<file path="config.mk">
export PLATFORM = sky130hd
export DESIGN_NAME = tx_byte_ctrl
export DESIGN_NICKNAME = d
export VERILOG_FILES = /design/src/rtl/tx_byte_ctrl.sv
export SDC_FILE = /design/constraint.sdc
export NUM_CORES = 1
export LEC_CHECK = 0
export ABC_CLOCK_PERIOD_IN_PS = 2200
export CAP_MARGIN = 20
export CELL_PAD_IN_SITES_DETAIL_PLACEMENT = 0
export CELL_PAD_IN_SITES_GLOBAL_PLACEMENT = 1
export CORE_MARGIN = 2
export CORE_UTILIZATION = 37
export CTS_CLUSTER_SIZE = 16
export DETAILED_ROUTE_END_ITERATION = 10
export PLACE_DENSITY = 0.77
export RECOVER_POWER = 100
export REMOVE_ABC_BUFFERS = 1
export SLEW_MARGIN = 20
export SYNTH_ARGS = -nofsm -noshare
export SYNTH_HDL_FRONTEND = slang
export SYNTH_SLANG_ARGS = --single-unit
</file>
<file path="constraint.sdc">
create_clock -name clk -period 2.2 [get_ports clk]
set_input_delay 0.22 -clock clk [delete_from_list [all_inputs] [get_ports clk]]
set_output_delay 0.22 -clock clk [all_outputs]
set_load 0.02 [all_outputs]
</file>
<file path="src/rtl/tx_byte_ctrl.sv">
// tx_byte_ctrl: serial slave transmit byte sequencer that pops the FIFO, gates MSB-first shifting
// to SCL falling edges, samples the master ACK/NACK and chains bytes until NACK, STOP or underrun.
module tx_byte_ctrl (
    input  logic clk,
    input  logic n_rst,
    input  logic tx_start,
    input  logic start_found,
    input  logic stop_found,
    input  logic rising_edge_found,
    input  logic falling_edge_found,
    input  logic sda_in,
    input  logic fifo_empty,
    output logic fifo_pop,
    output logic load_data,
    output logic tx_enable,
    output logic sda_drive,
    output logic byte_done,
    output logic nack,
    output logic underrun,
    output logic abort
);
    typedef enum logic [2:0] {IDLE, LOAD, SEND, ACK_WAIT, ACK_HOLD} state_t;
    state_t state, state_nxt;
    logic [3:0] cnt, cnt_nxt;
    logic byte_done_nxt, nack_nxt, underrun_nxt, abort_nxt;

    always_ff @(posedge clk or negedge n_rst) begin
        if (!n_rst) begin
            state     <= IDLE;
            cnt       <= '0;
            byte_done <= 1'b0;
            nack      <= 1'b0;
            underrun  <= 1'b0;
            abort     <= 1'b0;
        end else begin
            state     <= state_nxt;
            cnt       <= cnt_nxt;
            byte_done <= byte_done_nxt;
            nack      <= nack_nxt;
            underrun  <= underrun_nxt;
            abort     <= abort_nxt;
        end
    end

    always_comb begin
        state_nxt     = state;
        cnt_nxt       = cnt;
        byte_done_nxt = 1'b0;
        nack_nxt      = 1'b0;
        underrun_nxt  = 1'b0;
        abort_nxt     = 1'b0;
        case (state)
            IDLE: if (tx_start) begin
                underrun_nxt = fifo_empty;
                state_nxt    = fifo_empty ? IDLE : LOAD;
            end
            LOAD: begin
                cnt_nxt   = '0;
                state_nxt = SEND;
            end
            // cnt[3] is the terminal flag: set by the 8th falling edge
            SEND: if (falling_edge_found) begin
                cnt_nxt   = cnt + 4'd1;
                state_nxt = cnt_nxt[3] ? ACK_WAIT : SEND;
            end
            ACK_WAIT: if (rising_edge_found) begin
                byte_done_nxt = 1'b1;
                nack_nxt      = sda_in;
                state_nxt     = sda_in ? IDLE : ACK_HOLD;
            end
            ACK_HOLD: if (falling_edge_found) begin
                underrun_nxt = fifo_empty;
                state_nxt    = fifo_empty ? IDLE : LOAD;
            end
            default: state_nxt = IDLE;
        endcase
        if (state != IDLE && (start_found || stop_found)) begin
            state_nxt     = IDLE;
            byte_done_nxt = 1'b0;
            nack_nxt      = 1'b0;
            underrun_nxt  = 1'b0;
            abort_nxt     = 1'b1;
        end
    end

    assign load_data = state == LOAD;
    assign fifo_pop  = state == LOAD;
    assign tx_enable = state == SEND;
    assign sda_drive = state == SEND;
endmodule

</file>
Yosys cells after proc, flatten, opt, wreduce, memory -nomap -nowiden
Index checks and enable logic that the tools add are counted.
W data, S select, Z words.
{"block": "op_classes", "addsub": 1, "eq_ne": 9, "muxes": 22, "reduce_logical": 7}
{"op": "$mux W3", "n": 6}
{"op": "$pmux W3 S5", "n": 1}
{"op": "$mux W1", "n": 12}
{"op": "$ne A3 B3 Y1 const B", "n": 3}
{"op": "$pmux W4 S2", "n": 1}
{"op": "$eq A3 B2 Y1 const B", "n": 2}
{"op": "$add A4 B1 Y4 const B", "n": 1}
{"op": "$mux W4", "n": 1}
{"op": "$reduce_and A4 Y1", "n": 1}
{"op": "$eq A3 B1 Y1 const B", "n": 1}
{"op": "$eq A3 B3 Y1 const B", "n": 1}
{"op": "$logic_not A3 Y1", "n": 1}
{"op": "$ne A3 B2 Y1 const B", "n": 1}
{"op": "$reduce_bool A3 Y1", "n": 1}
{"op": "$ne A2 B2 Y1 const B", "n": 1}
{"op": "$pmux W1 S2", "n": 1}
{"op": "$reduce_and A2 Y1", "n": 1}
{"op": "$reduce_bool A2 Y1", "n": 1}
{"op": "$logic_and A1 B1 Y1", "n": 1}
{"op": "$logic_or A1 B1 Y1", "n": 1}
{"block": "totals", "register_bits": 11, "in_bits": 9, "output_inout_bits": 8, "elab_cells": 45}

Depth between registers and ports, before layout
Gate-level depths: netlist of the first run.
{"block": "depth", "word_depth": 5, "depth_mapped": 6, "mapped_depth_nobuf": 5}

Worst setup path before layout of the first run
Ideal clock, no wire load.
{"block": "synth_path", "path_type": "register to register", "start": "register state[2]", "end": "register cnt[3]", "setup_time_ns": 0.121, "arrival_time_ns": 1.354, "required_time_ns": 2.079, "setup_slack_ns": 0.725, "stages_incl_launch_ff": 5, "n_path_buf": 1, "period_less_slack_ns": 1.475, "cell_sequence": "dfrtp_1 buf_2 nor3b_4 nand2_1 a32o_2"}
{"block": "synth_via", "elab_chain_len": 3, "word_cells_on_any_way": 6, "cone_classes": "3 x eq/ne; 1 x mux; 2 x reduce/logical"}
{"element": "start: declaration", "line": "23", "rtl": "state_t state, state_nxt;"}
{"element": "start signal: assignment", "line": "36", "rtl": "state <= state_nxt;"}
{"element": "$eq A3 B2 Y1 *"}
{"element": "named net sda_drive", "line": "16", "rtl": "output logic sda_drive,"}
{"element": "$ne A2 B2 Y1 (no source line) or $reduce_bool A2 Y1 (tied branches)"}
{"element": "$reduce_and A2 Y1 (no source line)"}
{"element": "end signal: assignment", "line": "37", "rtl": "cnt <= cnt_nxt;"}
{"element": "end: declaration", "line": "24", "rtl": "logic [3:0] cnt, cnt_nxt;"}
The timed path passes the listed nets; every way through them passes the cells marked *.
A chain may end at the register's enable or synchronous reset.

Final worst setup path of the first run
{"block": "layout_path", "start": "register state[1]", "end": "output load_data"}
{"block": "layout_via", "elab_chain_len": 1}
{"element": "$eq A3 B1 Y1", "line": "86", "rtl": "assign load_data = state == LOAD;"}
{"element": "end: declaration", "line": "14", "rtl": "output logic load_data,"}
No other way between the ends.

==> insert_results.sql, run 1 <==
INSERT INTO impl_metrics (metric_group, metric, value, unit) VALUES
('logic_synthesis', 'ys_warn_count', '0', ''),
('floorplanning', 'ioPinCount', '17', ''),
('setup_path', 'slowest_delay', '0.60', 'ns'),
('cts', 'cts_tree', 'done', ''),
('drt', 'firstDrtPassIters', '4', ''),
('setup_path', 'worstPathCellList', 'or3b_4 -> inv_2 -> clkdlybuf4s50_1', ''),
('logic_synthesis', 'synth-main-ff-cell', 'dfrtp_1', ''),
('drt', 'drcViolationCount', '0', ''),
('timing', 'rsz_0062_raised_after_global_routing', 'no', ''),
('setup_path', 'critPathLaunch', 'state[1]$_DFFE_PN0P_', ''),
('cts', 'clock_tree.htree_level_count', '1', ''),
('outcome', 'result_of_the_run', 'complete, no violations', ''),
('timing', 'final.setup.tns', '0', 'ns'),
('pwr', 'p_total', '0.4726', 'mW'),
('logic_synthesis', 'netlist_instances', '63', ''),
('timing', 'timing.fmax', '470.6', 'MHz'),
('cts', 'clockBufferDepth', '2', ''),
('logic_synthesis', 'synth_sequential_area_ratio', '0.4400', ''),
('logic_synthesis', 'asyncSetResetFlopFracSynth', '1.000', ''),
('global_route', 'grt_overflow', '0', ''),
('place', 'place.gp.congestion', '0.7862', ''),
('setup_path', 'type_of_the_worst_setup_path', 'reg -> out', ''),
('logic_synthesis', 'synth_top_area_cell', 'dfrtp_1', ''),
('layout', 'diodes', '0', ''),
('place', 'hpwl', '882.6', 'µm'),
('timing', 'timing.hold.ws', '0.3562', 'ns'),
('drt', 'wire_per_inst', '12.21', 'µm'),
('drt', 'num_vias', '514', ''),
('global_route', 'grt_pass1_vias', '457', ''),
('setup_path', 'kind_of_start_point_of_the_critical_path', 'register', ''),
('global_route', 'antenna_found_initial', '0', ''),
('timing', 'finalHoldViolations', '0', ''),
('drt', 'initialDrtViolationCount', '12', ''),
('drt', 'finalWirelength', '1148', 'µm'),
('layout', 'post-route-util', '0.5162', ''),
('drt', 'via_per_inst', '5.468', ''),
('setup_path', 'crit_path_max_fanout', '11', ''),
('floorplanning', 'die_width', '45.12', 'µm'),
('timing', 'slew_of_the_pin_with_the_lowest_slew_margin', '0.5103', 'ns'),
('timing', 'setup_viol_count_final', '0', ''),
('hold_path', 'worst_hold_path_type', 'in -> async', ''),
('layout', 'final-instance-count-excl-fill', '94', ''),
('timing', 'final.setup_skew', '0.001708', 'ns'),
('setup_path', 'worst_path_max_delay_cell', 'clkdlybuf4s50_1', ''),
('logic_synthesis', 'post_synth.cell_area_avg', '9.930', 'µm²'),
('timing', 'min_clock_period_post_route', '2.125', 'ns'),
('floorplanning', 'die_outline_area', '2036', 'µm²'),
('global_route', 'largest_net_degree_at_the_start_of_global_routing', '12', ''),
('setup_path', 'setup.worst_path.end_class', 'output port', ''),
('cts', 'clk-insertion-delay-late', '0.27', 'ns'),
('logic_synthesis', 'synth_largest_type_area_fraction', '0.4400', ''),
('timing', 'max_transition_margin', '0.6587', ''),
('floorplanning', 'row_count', '14', ''),
('cts', 'cts_buffers', '3', ''),
('setup_path', 'worstReg2RegStart', 'state[1]$_DFFE_PN0P_', ''),
('job', 'maxCapViolCount', '0', ''),
('logic_synthesis', 'synth.area.top_cells', 'dfrtp_1 (44%), mux2i_1 (4.8%), nand3_1 (4.8%), buf_4 (3.6%), o21ai_0 (3.2%)', ''),
('floorplanning', 'fp.coreArea', '1541', 'µm²'),
('setup_path', 'cp.required', '1.98', 'ns'),
('global_route', 'grt_pass1_wl', '1952', 'µm'),
('floorplanning', 'floorplan.initialDensity', '0.4058', ''),
('drt', 'drtAntennaViolNets', '0', ''),
('layout', 'layout_cells_sized_above_1', '0.1667', ''),
('timing', 'report.final.slew_viol_count', '0', ''),
('cts', 'tritoncts_num_sinks', '11', ''),
('cts', 'path_clk_slew', '0.07', 'ns'),
('place', 'dp_cells', '90', ''),
('pwr', 'peakVddDrop', '0.0002571', 'V'),
('logic_synthesis', 'flops_latches_synth', '11', ''),
('logic_synthesis', 'synth.lib_cells_used.distinct', '30', ''),
('logic_synthesis', 'synth.cell_area', '625.6', 'µm²'),
('timing', 'fin_crit_sh', '0.9660', ''),
('global_route', 'groute.usage.overall', '0.1391', ''),
('logic_synthesis', 'post_synth_edffs', '0', ''),
('cts', 'clk_root_buffer_cell', 'clkbuf_4', ''),
('setup_path', 'worst-endpoint-arrival', '1.91', 'ns'),
('floorplanning', 'die-height', '45.12', 'µm'),
('pwr', 'power_leakage', '0.3563', 'nW'),
('pwr', 'power.density', '593.9', 'nW/µm²'),
('layout', 'area_growth_syn_to_layout', '27.20', '%'),
('layout', 'final_net_count', '89', ''),
('place', 'port_buffers', '16', '');
==> registers in the layout, indices dropped and copies added, names as in the netlist <==
signal,cells
cnt,4
state,3
abort,1
byte_done,1
nack,1
underrun,1
==> layout by cell type (no fill, tap or decap) <==
cell	n
a21oi_1	2
a311oi_1	1
a32o_2	1
and2_1	1
and3_1	1
and4b_1	1
clkbuf_4	3
clkdlybuf4s50_1	10
clkinv_2	1
dfrtp_1	9
dfrtp_2	2
dlygate4sd3_1	6
ha_1	1
inv_2	1
mux2i_1	3
nand2_1	5
nand2b_1	3
nand3_1	6
nand3b_1	1
nor2_1	4
nor2_2	1
nor2b_1	1
nor3_1	2
nor3b_4	1
o21ai_0	4
o21ai_2	1
o31ai_1	1
o41ai_1	1
or2_2	1
or3b_4	1
xnor2_1	1
xor2_1	1
==> power by group <==
part / total, mW / switching [mW] / internal [mW] / leakage, nW
Clock: 0.137 / 0.0702 / 0.0672 / 0.0177
Sequential: 0.231 / 0.0166 / 0.215 / 0.148
Combinational: 0.104 / 0.0521 / 0.0517 / 0.191
==> worst max-delay path: cells and delay by family, from the launching register on <==
kind,cells,cell delay [ns]
buffers and inverters,2,0.69
flip-flops,1,0.50
AND/OR/NAND/NOR,1,0.45
==> cell usage after synthesis (2+ instances only) <==
master,instances
nor2_1,4
nand2_1,5
o21ai_0,4
nand3_1,6
mux2i_1,3
nor3_1,2
dfrtp_1,11
nand2b_1,3
buf_4,3
a21oi_1,2
==> timing repair <==
action | 4_1_cts | 5_1_grt
endpoints found under the setup margin | 0 | 2
buffers inserted | 0 | 0
gates resized for setup | 0 | 2
hold buffers | 0 | 0
==> stage by stage <==
stage                     setup WS [ns]  area, µm²
final                           0.07483      795.8
after global routing           0.005463      795.8
after CTS                      0.001757      794.5
after detailed placement         0.2993      767.0
after global placement           0.3384      767.0
after floorplan                  0.5907      586.8
==> metal layers <==
layer | vias up | part of all wire | GRT usage
li1 | 256 | - | -
met1 | 238 | 0.47 | 0.1613
met2 | 18 | 0.47 | 0.2171
met3 | 2 | 0.044 | 0.03600
met4 | 0 | 0.017 | 0.1059
met5 | - | 0 | 0
==> cell families (layout without fill, tap and decap cells) <==
kind of cell | after synthesis | count (layout) | synth area share
AO/OA/AOI/OAI | 11 | 11 | 0.1200
adder cells (fa/ha/maj) | 1 | 1 | 0.02000
XOR/XNOR | 2 | 2 | 0.02801
AND/OR/NAND/NOR | 29 | 29 | 0.2760
multiplexers | 3 | 3 | 0.04800
flip-flops | 11 | 11 | 0.4400
buffers and inverters | 6 | 21 | 0.06798
==> path summary, 6_finish.rpt <==
kind	end	slack (ns)	cells after the start
setup / recovery	load_data	0.07	3
max in group asynchronous	state[0]$_DFFE_PN0P_	1.47	1
min in group clk	underrun$_DFF_PN0_	0.52	3
setup reg to reg	cnt[3]$_DFFE_PN0P_	0.75	3
hold / removal	nack$_DFF_PN0_	0.36	1
hold reg to reg	cnt[2]$_DFFE_PN0P_	0.55	2
==> area by class of cell <==
cell class / instances / area (µm²)
fill: 153 / 745.7
multi-input combinational: 46 / 306.5
sequential: 11 / 277.8
timing repair buffer: 16 / 160.2
clock buffer: 3 / 22.52
tap: 16 / 20.02
clock inverter: 1 / 5.005
inverter: 1 / 3.754
No activity file was read; power rests on OpenSTA's default activity.
==> inputs of run 2 (changes only) <==
CORE_MARGIN = 1.5   (was 2)
PLACE_DENSITY = not set   (was 0.77)
PLACE_DENSITY_LB_ADDON = 0.1   (was not set)
==> run 2 against run 1 <==
- die area is 4.4% lower
- sequential cell count unchanged
- non-clock buffer count is 3 higher
- register-to-register slack worse by 0.13 ns
- utilization grew 0.81 points
- via count increased by 0.19%
- power increased by 0.53%
- critical path depth unchanged
- clock power is essentially flat
- first-iteration DRC count down 17%
- count of clock-buffer cells in the layout increased by 1
- combinational power increased by 12%
==> insert_results.sql, run 2 (synthesis gave the netlist of run 1 again) <==
INSERT INTO impl_metrics (metric_group, metric, value, unit) VALUES
('outcome', 'result_of_the_run', 'complete, no violations', ''),
('cts', 'clk-insertion-delay-late', '0.26', 'ns'),
('setup_path', 'worst_path_max_delay_cell', 'clkdlybuf4s50_1', ''),
('timing', 'finalHoldViolations', '0', ''),
('cts', 'path_clk_slew', '0.06', 'ns'),
('place', 'port_buffers', '16', ''),
('floorplanning', 'fp.coreArea', '1541', 'µm²'),
('setup_path', 'slowest_delay', '0.61', 'ns'),
('timing', 'fin_crit_sh', '0.9284', ''),
('floorplanning', 'ioPinCount', '17', ''),
('floorplanning', 'floorplan.initialDensity', '0.4058', ''),
('timing', 'final.setup.tns', '0', 'ns'),
('setup_path', 'r2r.worst_path.cells', '5', ''),
('drt', 'drcViolationCount', '0', ''),
('setup_path', 'cp.required', '1.98', 'ns'),
('drt', 'via_per_inst', '5.309', ''),
('cts', 'clockBufferDepth', '2', ''),
('global_route', 'grt_overflow', '0', ''),
('setup_path', 'setup.worst_path.end_class', 'output port', ''),
('setup_path', 'reg2reg_setup_slack', '0.62', 'ns'),
('global_route', 'largest_net_degree_at_the_start_of_global_routing', '12', ''),
('layout', 'final_net_count', '92', ''),
('setup_path', 'worstPathCellList', 'or3b_4 -> inv_2 -> clkdlybuf4s50_1', ''),
('drt', 'finalWirelength', '1212', 'µm'),
('layout', 'diodes', '0', ''),
('job', 'maxCapViolCount', '0', ''),
('floorplanning', 'die_outline_area', '1947', 'µm²'),
('global_route', 'grt_pass1_vias', '436', ''),
('timing', 'max_transition_margin', '0.6738', ''),
('setup_path', 'cp-endpoint', 'load_data', ''),
('timing', 'slew_of_the_pin_with_the_lowest_slew_margin', '0.4877', 'ns'),
('pwr', 'power.density', '587.8', 'nW/µm²'),
('timing', 'timing.fmax', '489.6', 'MHz'),
('global_route', 'antenna_found_initial', '0', ''),
('setup_path', 'timing.critical_path.max_delay_family', 'buffers and inverters', ''),
('setup_path', 'critPathBufInv', '2', ''),
('pwr', 'p_total', '0.4751', 'mW'),
('cts', 'postCtsSetupRepairBufs', '0', ''),
('layout', 'layout_cells_sized_above_1', '0.1481', ''),
('drt', 'wire_per_inst', '12.49', 'µm'),
('layout', 'largest_register', 'cnt', ''),
('cts', 'cts.repair.resized', '0', ''),
('cts', 'clk_root_buffer_cell', 'clkbuf_4', ''),
('timing', 'rsz_0062_raised_after_global_routing', 'no', ''),
('setup_path', 'worstReg2RegStart', 'state[1]$_DFFE_PN0P_', ''),
('layout', 'largest_register_ffs', '4', ''),
('global_route', 'grt_pass1_wl', '2028', 'µm'),
('cts', 'cts_buffers', '3', ''),
('setup_path', 'crit_path_max_fanout', '4', ''),
('pwr', 'peakVddDrop', '0.0002859', 'V'),
('floorplanning', 'die_width', '44.12', 'µm'),
('drt', 'drtAntennaViolNets', '0', ''),
('cts', 'tritoncts_num_sinks', '11', ''),
('drt', 'num_vias', '515', ''),
('drt', 'firstDrtPassIters', '4', ''),
('setup_path', 'reg2reg_to', 'state[2]$_DFFE_PN0P_', ''),
('timing', 'report.final.slew_viol_count', '0', ''),
('floorplanning', 'die-height', '44.12', 'µm'),
('place', 'place.gp.congestion', '0.7776', ''),
('layout', 'layout_common_cells', 'dfrtp_1 (11), clkdlybuf4s50_1 (8), dlygate4sd3_1 (8), nand3_1 (6), nand2_1 (5)', ''),
('setup_path', 'type_of_the_worst_setup_path', 'reg -> out', ''),
('timing', 'min_clock_period_post_route', '2.042', 'ns'),
('setup_path', 'kind_of_start_point_of_the_critical_path', 'register', ''),
('layout', 'top_regs', 'cnt: 4 flops, state: 3 flops', ''),
('setup_path', 'crit_cells', '3', ''),
('cts', 'cts_hold_buffers', '0', ''),
('global_route', 'groute.usage.overall', '0.1455', ''),
('timing', 'setup_viol_count_final', '0', ''),
('drt', 'initialDrtViolationCount', '10', ''),
('place', 'hpwl', '922.1', 'µm'),
('setup_path', 'worst-endpoint-arrival', '1.82', 'ns'),
('layout', 'area_growth_syn_to_layout', '29.20', '%'),
('layout', 'fillers', '157', ''),
('hold_path', 'worst_hold_path_type', 'in -> async', ''),
('pwr', 'power_leakage', '0.3692', 'nW'),
('setup_path', 'critPathLaunch', 'state[2]$_DFFE_PN0P_', ''),
('layout', 'most_common_library_cell_in_the_layout_ignoring_fill_and_taps', 'dfrtp_1', ''),
('cts', 'cts_tree', 'done', ''),
('floorplanning', 'row_count', '14', ''),
('timing', 'final.setup_skew', '0.001172', 'ns'),
('cts', 'clock_tree.htree_level_count', '1', '');
-- run 2: how the worst min path moves through the flow --
| stage | from | to | slack (ns) | cells after the start |
|---|---|---|---|---|
| 2_1_floorplan | n_rst | abort$_DFF_PN0_ | -0.08 | 0 |
| 3_3_place_gp | cnt[0]$_DFFE_PN0P_ | cnt[0]$_DFFE_PN0P_ | 0.54 | 1 |
| 3_5_place_dp | cnt[1]$_DFFE_PN0P_ | cnt[1]$_DFFE_PN0P_ | 0.54 | 2 |
| 4_1_cts | n_rst | nack$_DFF_PN0_ | 0.29 | 1 |
| 5_1_grt | n_rst | state[1]$_DFFE_PN0P_ | 0.38 | 1 |
| 6_report | n_rst | nack$_DFF_PN0_ | 0.35 | 1 |
-- run 2: per-layer routing --
metal | wire length [µm] | GRT usage
met1 | 593 | 0.2154
met2 | 533 | 0.1853
met3 | 73 | 0.06122
met4 | 11 | 0.05455
met5 | 0 | 0
-- run 2: final cells by class --
class,count,area (µm²),area share
Multi-Input combinational cell,46,307.8,0.3808
Sequential cell,11,275.3,0.3406
Timing Repair Buffer,19,175.2,0.2167
Clock buffer,4,26.28,0.03251
Tap cell,16,20.02,0.02477
Inverter,1,3.754,0.004644
-- run 2: power by group --
group / leakage, nW / switching (mW) / internal [mW]
clock: 0.0150 / 0.0642 / 0.0702
sequential: 0.151 / 0.0103 / 0.215
combinational: 0.204 / 0.0612 / 0.0547
total: 0.369 / 0.136 / 0.339
-- run 2: metrics by stage --
step / instance area (µm²) / instances / utilization / setup WS (ns) / hold slack (ns)
floorplan: 586.8 / 58 / - / 0.5907 / -0.07559
global placement: 789.5 / 93 / 0.5122 / 0.4648 / 0.5410
detailed placement: 789.5 / 93 / 0.5122 / 0.4340 / 0.5395
CTS: 815.8 / 97 / 0.5292 / 0.1341 / 0.2863
global route: 808.3 / 97 / 0.5244 / 0.1025 / 0.3822
finish: 808.3 / 97 / 0.5244 / 0.1575 / 0.3509
==> inputs of run 3 (changes only) <==
SETUP_SLACK_MARGIN = 0.1   (was not set)
==> results of run 3 <==
Final layout, timing and power as in run 2 (identical DEF).
